--- config.mk ---
export PLATFORM = sky130hd
export DESIGN_NAME = store_buffer
export DESIGN_NICKNAME = d
export VERILOG_FILES = /design/src/rtl/store_buffer_pkg.sv /design/src/rtl/mem_store_align.sv /design/src/rtl/store_buffer.sv
export SDC_FILE = /design/constraint.sdc
export NUM_CORES = 1
export LEC_CHECK = 0
export ABC_AREA = 1
export ABC_CLOCK_PERIOD_IN_PS = 11300
export BUFFER_PORTS_ARGS = -buffer_cell sky130_fd_sc_hd__buf_4
export CAP_MARGIN = 0
export CORE_ASPECT_RATIO = 0.5
export CORE_MARGIN = 2
export CORE_UTILIZATION = 40
export CTS_CLUSTER_SIZE = 28
export DETAILED_ROUTE_END_ITERATION = 7
export GPL_TIMING_DRIVEN = 1
export SYNTH_ARGS = -nofsm -noshare
export SYNTH_HDL_FRONTEND = slang
export SYNTH_SLANG_ARGS = --single-unit
--- constraint.sdc ---
create_clock -name clk -period 11.3 [get_ports clk]
set_clock_uncertainty 0.1 [all_clocks]
set_input_delay 0.565 -clock clk [delete_from_list [all_inputs] [get_ports clk]]
set_output_delay 0.565 -clock clk [all_outputs]
set_load 0.02 [all_outputs]
--- src/rtl/store_buffer_pkg.sv ---
// Shared constants and types for the store buffer: widths, store-type codes,
// FSM states and the buffered entry layout.
package store_buffer_pkg;

    localparam int unsigned XLEN         = 32;
    localparam int unsigned MEM_TYPE_LEN = 3;

    localparam logic [MEM_TYPE_LEN-1:0] MEM_B = 3'd0;
    localparam logic [MEM_TYPE_LEN-1:0] MEM_H = 3'd1;
    localparam logic [MEM_TYPE_LEN-1:0] MEM_W = 3'd2;

    typedef enum logic {
        S_IDLE = 1'b0,
        S_BUSY = 1'b1
    } sb_state_e;

    typedef struct packed {
        logic [XLEN-3:0] word;
        logic [XLEN-1:0] wdata;
        logic [3:0]      wmask;
    } sb_entry_t;

endpackage

--- src/rtl/mem_store_align.sv ---
// Turns a byte-addressed, right-justified store into a word address,
// lane-aligned data and byte mask; flags misaligned or illegal stores.
module mem_store_align
    import store_buffer_pkg::*;
(
    input  logic [XLEN-1:0]         addr_i,
    input  logic [XLEN-1:0]         data_i,
    input  logic [MEM_TYPE_LEN-1:0] type_i,
    output sb_entry_t               entry_o,
    output logic                    err_o
);

    logic [1:0] off;

    always_comb begin
        off           = addr_i[1:0];
        entry_o.word  = addr_i[XLEN-1:2];
        entry_o.wdata = data_i << {off, 3'b000};
        entry_o.wmask = '0;
        err_o         = 1'b0;
        case (type_i)
            MEM_B: entry_o.wmask = 4'b0001 << off;
            MEM_H: begin
                entry_o.wmask = 4'b0011 << off;
                err_o         = off[0];
            end
            MEM_W: begin
                entry_o.wmask = 4'b1111;
                err_o         = (off != 2'b00);
            end
            default: err_o = 1'b1;
        endcase
    end

endmodule

--- src/rtl/store_buffer.sv ---
// In-order store buffer: queues aligned stores in a small circular array and
// drains them one at a time through a req/ack memory write port.
module store_buffer #(
    parameter int unsigned XLEN  = store_buffer_pkg::XLEN,
    parameter int unsigned DEPTH = 2
) (
    input  logic                                   clk,
    input  logic                                   reset,
    input  logic                                   st_valid,
    output logic                                   st_ready,
    input  logic [XLEN-1:0]                        st_addr,
    input  logic [XLEN-1:0]                        st_data,
    input  logic [store_buffer_pkg::MEM_TYPE_LEN-1:0] st_type,
    output logic                                   st_error,
    output logic                                   mem_req,
    input  logic                                   mem_ack,
    output logic [XLEN-1:0]                        mem_addr,
    output logic [XLEN-1:0]                        mem_wdata,
    output logic [3:0]                             mem_wmask,
    output logic                                   empty
);

    import store_buffer_pkg::*;

    localparam int unsigned AW = $clog2(DEPTH);

    sb_state_e        state_q;
    sb_entry_t        entries_q [DEPTH];
    logic [AW-1:0]    wr_ptr_q, rd_ptr_q;
    logic [AW:0]      count_q, count_d;
    logic             st_error_q;

    sb_entry_t        new_entry;
    sb_entry_t        head;
    logic             align_err;
    logic             full, accept, push, pop;

    mem_store_align u_align (
        .addr_i  (st_addr),
        .data_i  (st_data),
        .type_i  (st_type),
        .entry_o (new_entry),
        .err_o   (align_err)
    );

    // Full blocks acceptance even when the head is being acked this cycle.
    assign full     = (count_q == (AW+1)'(DEPTH));
    assign st_ready = !full && !reset;
    assign accept   = st_valid && st_ready;
    assign push     = accept && !align_err;
    assign pop      = (state_q == S_BUSY) && mem_ack;

    always_comb begin
        count_d = count_q;
        case ({push, pop})
            2'b10:   count_d = count_q + 1'b1;
            2'b01:   count_d = count_q - 1'b1;
            default: count_d = count_q;
        endcase
    end

    always_ff @(posedge clk) begin
        if (reset) begin
            state_q    <= S_IDLE;
            wr_ptr_q   <= '0;
            rd_ptr_q   <= '0;
            count_q    <= '0;
            st_error_q <= 1'b0;
        end else begin
            st_error_q <= accept && align_err;
            count_q    <= count_d;
            if (push) begin
                entries_q[wr_ptr_q] <= new_entry;
                wr_ptr_q            <= wr_ptr_q + 1'b1;
            end
            if (pop) begin
                rd_ptr_q <= rd_ptr_q + 1'b1;
            end
            case (state_q)
                S_IDLE:  if (push) state_q <= S_BUSY;
                S_BUSY:  if (count_d == '0) state_q <= S_IDLE;
                default: state_q <= S_IDLE;
            endcase
        end
    end

    assign head      = entries_q[rd_ptr_q];
    assign mem_req   = (state_q == S_BUSY);
    assign mem_addr  = mem_req ? {head.word, 2'b00} : '0;
    assign mem_wdata = mem_req ? head.wdata : '0;
    assign mem_wmask = mem_req ? head.wmask : '0;
    assign st_error  = st_error_q;
    assign empty     = (count_q == '0);

endmodule
After elaboration in Yosys (flattened, before gate mapping) --
Memory sizes are Yosys's and may differ from the RTL's. A register that Yosys moved wholly into a read port is not among the register bits. Index checks and enable logic that the tools add are counted.
Cells by class: bitwise gates (word level) 1, reduce and logical (&&, ||, !) cells 12, shift-type cells 3, eq/ne operators 5, multipliers 0, div/mod/pow operators 0, muxes and demuxes 13, add/subtract/negate cells 4, $lt $le $gt $ge 0
Operator list (count):
- two-way mux 32 bit | 2
- left shift 32 x 5 -> 32 bit | 1
- one-hot mux 4 bit (3 select lines) | 1
- two-way mux 1 bit | 6
- logical AND 1 bit | 5
- == test 2 bit (second input constant) | 2
- zero test 2 bit | 2
- two-way mux 4 bit | 1
- one-hot mux 2 bit (2 select lines) | 1
- left shift 1 x 2 -> 4 bit (first input constant) | 1
- left shift 2 x 2 -> 4 bit (first input constant) | 1
- == test 3 x 1 -> 1 bit (second input constant) | 1
- == test 3 x 2 -> 1 bit (second input constant) | 1
- zero test 1 bit | 3
- zero test 3 bit | 1
- one-hot mux 1 bit (3 select lines) | 1
- adder 1 bit (second input constant) | 2
- adder 2 x 1 -> 2 bit (second input constant) | 1
- == test 2 x 1 -> 1 bit (second input constant) | 1
- one-hot mux 1 bit (2 select lines) | 1
- nonzero test 2 bit | 1
- subtractor 2 x 1 -> 2 bit (second input constant) | 1
- inverter 1 bit | 1
Storage, ports and cells: bits in registers 6, memories 1, output and inout bits 72, bits in latches 0, bits in read-only memories 0, RAM bits 132, logic and storage cells 44, input port bits 71
Memories:
- entries_q | depth 2, bits a word 66, rd ports 1, clocked after memory_dff 1, write ports 1, line store_buffer.sv:28 | sb_entry_t entries_q [DEPTH];

Depth between registers and ports, before layout --
Gate-level depths: netlist of run 1.
depth after elaboration 10, depth in mapped cells 14, depth with buffers taken out 14

Hierarchy --
A second synthesis of run 1 with hierarchy kept.
Unflattened totals: cell total of the unflattened synthesis 570, area, all modules 6324.8 um^2
By module, submodules not included:
- store_buffer | cells an instance 401, seq. area each 4103.9 um^2, instances 1, area each 5408.9 um^2
- mem_store_align | cells an instance 169, seq. area each 0.0 um^2, instances 1, area each 915.9 um^2

Least setup slack after synthesis of run 1 --
No wires, ideal clock.
kind input port to flip-flop, start input st_addr[1], end memory entries_q[0][0] (netlist name) (enable), slack 6903 ps, path buffers 1, required time 10710 ps, arrival time 3807 ps, cell stages on the path 6, setup time 490 ps, cells stage by stage buf_2 > nor2_4 > nor2_2 > nor2_4 > nand3_2 > nor2_1
Between the ends: longest elaborated chain between the ends 7
Ends and longest elaborated chain:
- from (decl) | line store_buffer.sv:11 | input logic [XLEN-1:0] st_addr,
- nonzero test 2 bit | line mem_store_align.sv:29 | err_o = (off != 2'b00);
- one-hot mux 1 bit (3 select lines) | line mem_store_align.sv:21 | case (type_i)
- zero test 1 bit | line store_buffer.sv:50 | assign push = accept && !align_err;
- logical AND 1 bit | line store_buffer.sv:50
- two-way mux 1 bit | line store_buffer.sv:72 | if (push) begin
- two-way mux 1 bit | line store_buffer.sv:63 | if (reset) begin
- two-way mux 1 bit (not written as such) | line store_buffer.sv:73 | entries_q[wr_ptr_q] <= new_entry;
- to (decl) | line store_buffer.sv:28
Every way passes these cells.

==> results by group, run 1 <==
Cells and area
  – FILL cells: 1281
  – Area growth from synthesis to final layout: 29.42%
  – Number of nets at the end of the flow: 730
  – Fraction of final layout cells sized beyond drive strength 1: 27.91%
  – Non-filler instance count after layout: 868
  – Final standard cell area without fillers: 7617 um2
  – Count of antenna diodes in the layout: 0
  – Post-Route Utilization: 52.79%

CTS
  – Number of buffers added by the clock tree synthesis step: 17
  – Maximum root-to-sink buffer count: 2
  – Clock network latency to the later pin of the worst-skew pair: 0.40 ns
  – Post-cts sizing count: 0
  – Hold buffer count at CTS: 0
  – CTS H-tree depth: 4
  – Clk root buf: sky130_fd_sc_hd__clkbuf_16
  – Number of sinks handled by clock tree synthesis: 139
  – Clock tree from TritonCTS: yes
  – Setup fix buffers added after clock tree synthesis: 0
  – Clock-pin slew of the registers on the worst-case setup and hold paths: 0.06 ns

Synth
  – Share of flip-flops with an asynchronous set or reset after synthesis: 0%
  – Share of the synthesized area in the top cell type: 67.35%
  – Mean area per synthesized cell: 11.21 um2
  – Synth unique cells: 31
  – Main area contributors after synthesis: sky130_fd_sc_hd__edfxtp_1 67%, sky130_fd_sc_hd__nor2_1 11%, sky130_fd_sc_hd__o21ai_0 6.6%
  – Most used flip-flop cell after synthesis: sky130_fd_sc_hd__edfxtp_1
  – Top cells by count, synth: 166 x sky130_fd_sc_hd__nor2_1, 132 x sky130_fd_sc_hd__edfxtp_1, 78 x sky130_fd_sc_hd__o21ai_0
  – Library cell occupying the most area in the post-synthesis netlist: sky130_fd_sc_hd__edfxtp_1
  – Count of mapped cells out of synthesis: 525
  – Sequential-to-total area share from yosys stat: 69.73%
  – Top-count cell post-synth: sky130_fd_sc_hd__nor2_1
  – Number of synthesized flops with an enable pin: 132
  – Yosys reg bits: 139
  – Cell area after synthesis: 5886 um2
  – Yosys warns: 0

Timing
  – Max-Slew Margin vs Limit: 37.26%
  – Timing-limited maximum frequency: 0.3436 GHz
  – Final setup margin: 8.390 ns
  – RSZ-0062 raised after global routing: false
  – Slew of the pin with the lowest slew margin: 0.9411 ns
  – Final cycle utilization of the critical path: 25.75%
  – Final hold vios: 0
  – Shortest period the worst path allows: 2.910 ns
  – Final setup vio count: 0
  – Minimum hold slack: 0.2433 ns
  – Final setup TNS: 0 ns
  – Slew Limit Fails: 0

Power
  – Power per unit of standard cell area: 160.0 nW/um2
  – P_leak: 3.121 nW
  – Largest voltage drop on the vdd net: 0.1093 mV
  – Overall power after layout: 1.219 mW

Worst setup path
  – Reg-to-reg endpoint: entries_q[0][45]$_DFFE_PP_
  – CP required: 10.64 ns
  – Launching point of the worst reg2reg path: count_q[0]$_SDFF_PP0_
  – Maximum fanout along the worst path: 67
  – Startpoint types: register
  – Worst Reg2Reg Path Length in Cells: 7
  – Crit path arrival time: 2.25 ns
  – Setup slack, reg-to-reg: 9.13 ns
  – Category of the worst setup path capture point: primary output
  – Classification of the worst setup path: register to primary output

Outcome
  – Run status: finished, final reports clean

Global routing
  – Total routing usage reported by global routing: 17.74%
  – Vias in the first global route: 4138
  – Grt total ovfl: 0
  – Antenna violations before repair: 0
  – Wire length of the first global-routing pass: 21.59 mm
  – Maximum number of pins on one net before global-route repair: 68

Worst hold path
  – Min-delay worst type: primary input to register
  – Hold path endpoint: count_q[0]$_SDFF_PP0_
  – Cell depth of the worst min-delay path: 2
  – Origin of the worst min-delay path: reset

Route
  – Number of nets with antenna violations after routing: 0
  – Via total after detailed routing: 4208
  – Routed vias/inst: 4.848
  – Drt first-iter violations: 374
  – Wirelength, routed: 13.78 mm
  – DR DRC count: 0
  – Wire per inst: 15.88 um
  – Length of the first detailed-routing pass in iterations: 4

Floorplanning
  – I/O pin count: 143
  – Die width: 175.5 um
  – Initial cell density of the core: 40.79%
  – Die Y: 89.78 um
  – Placeable core area: 14430 um2
  – Die area: 15760 um2
  – Count of standard-cell rows: 31

Run
  – Count of maximum capacitance violations: 0

Place
  – Final RePlAce weighted congestion: 0.8245
  – Cell count after placement: 837
  – DP Worst Slack: 8.712 ns
  – Buffers added on ports: 140
  – Post-DP Area: 7037 um2
  – HPWL Detailed: 8.564 mm
where the power goes:
| part | switching (mW) | internal (mW) |
|---|---|---|
| logic | 0.0581 | 0.0368 |
| clock network | 0.203 | 0.344 |
| registers | 0.00216 | 0.575 |
area by class of cell:
cell class / instances / area (um2) / share of cell area (%)
Tap cell: 198 / 247.7 / 3.252
Inverter: 30 / 112.6 / 1.478
Clock buffer: 18 / 429.2 / 5.634
Sequential cell: 139 / 4106 / 53.91
Multi-Input combinational cell: 325 / 1481 / 19.45
Timing Repair Buffer: 145 / 1089 / 14.29
Clock inverter: 13 / 151.4 / 1.988
metal layers:
metal / vias to the layer above / share of wire [%] / GRT usage (%)
met4: 0 / 0.91 / 5.785
met2: 125 / 48 / 28.41
li1: 2073 / - / -
met5: - / 0 / 0
met3: 10 / 6.7 / 4.357
met1: 2000 / 44 / 23.88
cells by family after synthesis:
| kind of cell | synth area share [%] |
|---|---|
| buffers and inverters | 5.293 |
| AO/OA/AOI/OAI | 10.25 |
| adder cells (fa/ha/maj) | 0.2126 |
| other | 0.06371 |
| XOR/XNOR | 0.2977 |
| AND/OR/NAND/NOR | 14.16 |
| flip-flops | 69.73 |
cell usage in the layout (no fill, tap or decap), drive strengths merged, types with 7 or more instances in the layout:
| master | n |
|---|---|
| a21oi | 11 |
| dfxtp | 7 |
| a22oi | 8 |
| nor2 | 170 |
| nand2 | 33 |
| inv | 30 |
| clkinv | 8 |
| o21ai | 81 |
| edfxtp | 132 |
| clkbuf | 18 |
| buf | 145 |
worst max-delay path by stage:
stage | endpoint | slack (ns)
after floorplan | entries_q[0][0]$_DFFE_PP_ | 6.90
after global placement | entries_q[1][39]$_DFFE_PP_ | 8.75
after detailed placement | entries_q[0][43]$_DFFE_PP_ | 8.71
after CTS | mem_wdata[16] | 8.32
after global routing | mem_wdata[19] | 8.14
final | mem_wdata[19] | 8.39
registers in the layout, summed over array words and instances (netlist names), named ones only:
signal / count
st_error: 1
count_q: 2
mem_req: 1
rd_ptr_q: 1
wr_ptr_q: 1
entries_q: 132
worst max-delay path, stage by stage, from the launching register on:
cell                      delay [ns]
sky130_fd_sc_hd__dfxtp_2        0.31
sky130_fd_sc_hd__buf_4          0.31
sky130_fd_sc_hd__inv_2          0.13
sky130_fd_sc_hd__buf_4          0.59
sky130_fd_sc_hd__nor2_1         0.08
sky130_fd_sc_hd__nor2_1         0.21
sky130_fd_sc_hd__buf_4          0.18
Note: power is estimated with default switching activity, not from simulation.
==> inputs of run 2 (changes only) <==
Settings changed: ABC_CLOCK_PERIOD_IN_PS 11300 to 3050.
Clock period 11.3 ns to 3.05 ns, I/O delays scaled along.
==> run 2 against run 1 <==
Core utilization is 2.2 points higher. Die area stayed put. Design area is 4.1% higher. Register-to-register slack worse by 7.9 ns. Highest routed layer unchanged. Non-clock buffer count is 31 higher. Worst hold slack worse by 0.21 ns.
==> results by group, run 2 (same netlist as run 1, synthesis figures left out) <==
Worst setup path
  – CP required: 2.80 ns (-7.84 ns)
  – Classification of the worst setup path: register to primary output
  – Category of the worst setup path capture point: primary output
  – Startpoint types: register
  – Launching point of the worst reg2reg path: count_q[0]$_SDFF_PP0_
  – Crit path arrival time: 1.92 ns (-0.33 ns)
  – Maximum fanout along the worst path: 36 (-46%)
  – Worst Reg2Reg Path Length in Cells: 12 (+5)
  – Reg-to-reg endpoint: mem_req$_SDFF_PP0_
  – Setup slack, reg-to-reg: 1.23 ns (-7.90 ns)

Power
  – Net switching power figure: 962.7 uW (+270%)
  – Clk network pwr share: 42.8% (-2.1 points)
  – Largest voltage drop on the vdd net: 0.3523 mV (+220%)
  – Internal: 3.446 mW (+260%)
  – P_leak: 3.262 nW (+4.5%)
  – Portion of total power attributed to sequential cells: 48.5% (+1.2 points)
  – Power per unit of standard cell area: 556.0 nW/um2 (+250%)
  – Part of the total power dissipated in combinational logic: 8.7% (+0.9 points)
  – Net Sw Frac: 21.84% (+0.22 points)

Route
  – Met2 wire len: 6.843 mm (+2.5%)
  – Wire per inst: 15.67 um (-1.3%)
  – Via total after detailed routing: 4297 (+2.1%)
  – Routed wire length on met3: 887 um (-3.5%)
  – Routed vias/inst: 4.774 (-1.5%)
  – Drt first-iter violations: 337 (-9.9%)
  – Length of the first detailed-routing pass in iterations: 5 (+1)
  – Wirelength, routed: 14.11 mm (+2.4%)
  – DR DRC count: 0 (unchanged)
  – Number of nets with antenna violations after routing: 0 (unchanged)
  – Top layer used by detailed routing: met4
  – Met1 wire length: 6.266 mm (+3.4%)

Floorplanning
  – I/O pin count: 143 (unchanged)
  – Initial cell density of the core: 40.79% (unchanged)
  – Die width: 175.5 um (unchanged)
  – Placeable core area: 14430 um2 (unchanged)
  – Die Y: 89.78 um (unchanged)
  – Die area: 15760 um2 (unchanged)
  – Count of standard-cell rows: 31 (unchanged)

Timing
  – Shortest period the worst path allows: 2.173 ns
  – Final setup TNS: 0 ns (unchanged)
  – Slew of the pin with the lowest slew margin: 0.7261 ns (-0.2150 ns)
  – Max-Slew Margin vs Limit: 51.52% (+14 points)
  – Final cycle utilization of the critical path: 71.24%
  – Final hold vios: 0 (unchanged)
  – Timing-limited maximum frequency: 0.4602 GHz
  – RSZ-0062 raised after global routing: false
  – Final setup vio count: 0 (unchanged)
  – Slew Limit Fails: 0 (unchanged)

Worst hold path
  – Origin of the worst min-delay path: mem_ack
  – Cell depth of the worst min-delay path: 4 (+2)
  – Min-delay worst type: primary input to register

Cells and area
  – Most frequent cells in the layout: 165 x sky130_fd_sc_hd__nor2_1, 142 x sky130_fd_sc_hd__buf_4, 132 x sky130_fd_sc_hd__edfxtp_1, 78 x sky130_fd_sc_hd__o21ai_0, 31 x sky130_fd_sc_hd__dlygate4sd3_1
  – Number of nets at the end of the flow: 761 (+4.2%)
  – FILL cells: 1273 (-0.62%)
  – Number of flip-flops under the largest register name: 132 (unchanged)
  – Area growth from synthesis to final layout: 34.74%
  – Count of antenna diodes in the layout: 0 (unchanged)
  – Commonest non-fill, non-tap cell in the layout: sky130_fd_sc_hd__nor2_1
  – Fraction of final layout cells sized beyond drive strength 1: 26.78% (-1.1 points)
  – Biggest register: entries_q
  – Post-Route Utilization: 54.96% (+2.2 points)
  – Largest registers: entries_q x132, count_q x2

Global routing
  – Grt total ovfl: 0 (unchanged)
  – Antenna violations before repair: 0 (unchanged)
  – Maximum number of pins on one net before global-route repair: 67 (-1.5%)
  – Wire length of the first global-routing pass: 22.00 mm (+1.9%)
  – Vias in the first global route: 4214 (+1.8%)
  – Total routing usage reported by global routing: 18.19% (+0.45 points)

CTS
  – CTS H-tree depth: 4 (unchanged)
  – Clock-pin slew of the registers on the worst-case setup and hold paths: 0.06 ns (about the same)
  – Number of sinks handled by clock tree synthesis: 139 (unchanged)
  – Clock network latency to the later pin of the worst-skew pair: 0.40 ns (about the same)
  – Number of buffers added by the clock tree synthesis step: 17 (unchanged)
  – Setup fix buffers added after clock tree synthesis: 0 (unchanged)
  – Clk root buf: sky130_fd_sc_hd__clkbuf_16
  – Maximum root-to-sink buffer count: 2 (unchanged)
  – Clock tree from TritonCTS: yes

Place
  – HPWL Detailed: 8.717 mm (+1.8%)
  – Final RePlAce weighted congestion: 0.8038 (-2.5%)
  – Buffers added on ports: 140 (unchanged)

Outcome
  – Run status: finished, final reports clean

Run
  – Count of maximum capacitance violations: 0 (unchanged)
run 2: cell count changes in the layout (fill, tap and decap cells not counted), moves of 3 or more:
cell                            before  now
sky130_fd_sc_hd__clkbuf_1            1    5
sky130_fd_sc_hd__buf_12              0    3
sky130_fd_sc_hd__bufinv_16           3    0
sky130_fd_sc_hd__clkinv_2            1    5
sky130_fd_sc_hd__buf_4             145  142
sky130_fd_sc_hd__dlygate4sd3_1       0   31
sky130_fd_sc_hd__clkinv_1            5    1
run 2: timing repair:
item / in CTS / in global routing
hold buffers: 31 / 0
hold endpoints to repair: 64 / 0
gates resized for setup: 0 / 0
run 2: worst max path at each step:
| stage | startpoint | to | slack (ns) | cells past startpoint |
|---|---|---|---|---|
| finish | register | mem_addr[22] | 0.88 | 5 |
| global route | register | mem_addr[22] | 0.68 | 5 |
| CTS | register | mem_wdata[2] | 0.81 | 5 |
| detailed placement | st_addr[0] | mem_req$_SDFF_PP0_ | 1.21 | 10 |
| global placement | register | mem_addr[22] | 1.25 | 5 |
| floorplan | count_q[0]$_SDFF_PP0_ | entries_q[0][0]$_DFFE_PP_ | 0.06 | 6 |
run 2: metrics by stage:
stage	cells	cell area [um2]	total power, mW	setup WS [ns]	hold WS (ns)
detailed placement	837	7074	2.531	1.213	0.2407
CTS	900	7930	4.442	0.8126	0.01576
global placement	837	7074	2.526	1.253	0.2397
global route	900	7930	4.568	0.6762	0.05272
finish	900	7930	4.409	0.8772	0.02888
floorplan	526	5892	2.365	0.06058	0.1238
run 2: cell type report:
type                       instances  area, um2  area share [%]
clock inverter                     7      37.54          0.4733
timing repair buffer             176       1436           18.11
tap                              198      247.7           3.124
sequential                       139       4106           51.78
inverter                          30      112.6           1.420
clock buffer                      25      508.0           6.406
multi-input combinational        325       1481           18.68
run 2: critical path: stages (launching register included):
cell	delay (ns)
sky130_fd_sc_hd__dfxtp_2	0.32
sky130_fd_sc_hd__inv_2	0.52
sky130_fd_sc_hd__buf_12	0.27
sky130_fd_sc_hd__nor2_1	0.06
sky130_fd_sc_hd__nor2_1	0.15
sky130_fd_sc_hd__buf_4	0.17
run 2: per-layer routing:
metal	GRT usage, %	up-vias
met5	0	-
met4	5.372	0
met3	5.034	13
met2	29.72	120
met1	23.85	2034
li1	-	2130
run 2: power by group through the flow:
stage | Clock [mW] | Combinational [mW] | Sequential [mW]
6_report | 1.89 | 0.383 | 2.14
5_1_grt | 2.01 | 0.420 | 2.14
4_1_cts | 1.92 | 0.386 | 2.14
3_5_place_dp | 0 | 0.353 | 2.18
3_3_place_gp | 0 | 0.348 | 2.18
2_1_floorplan | 0 | 0.187 | 2.18
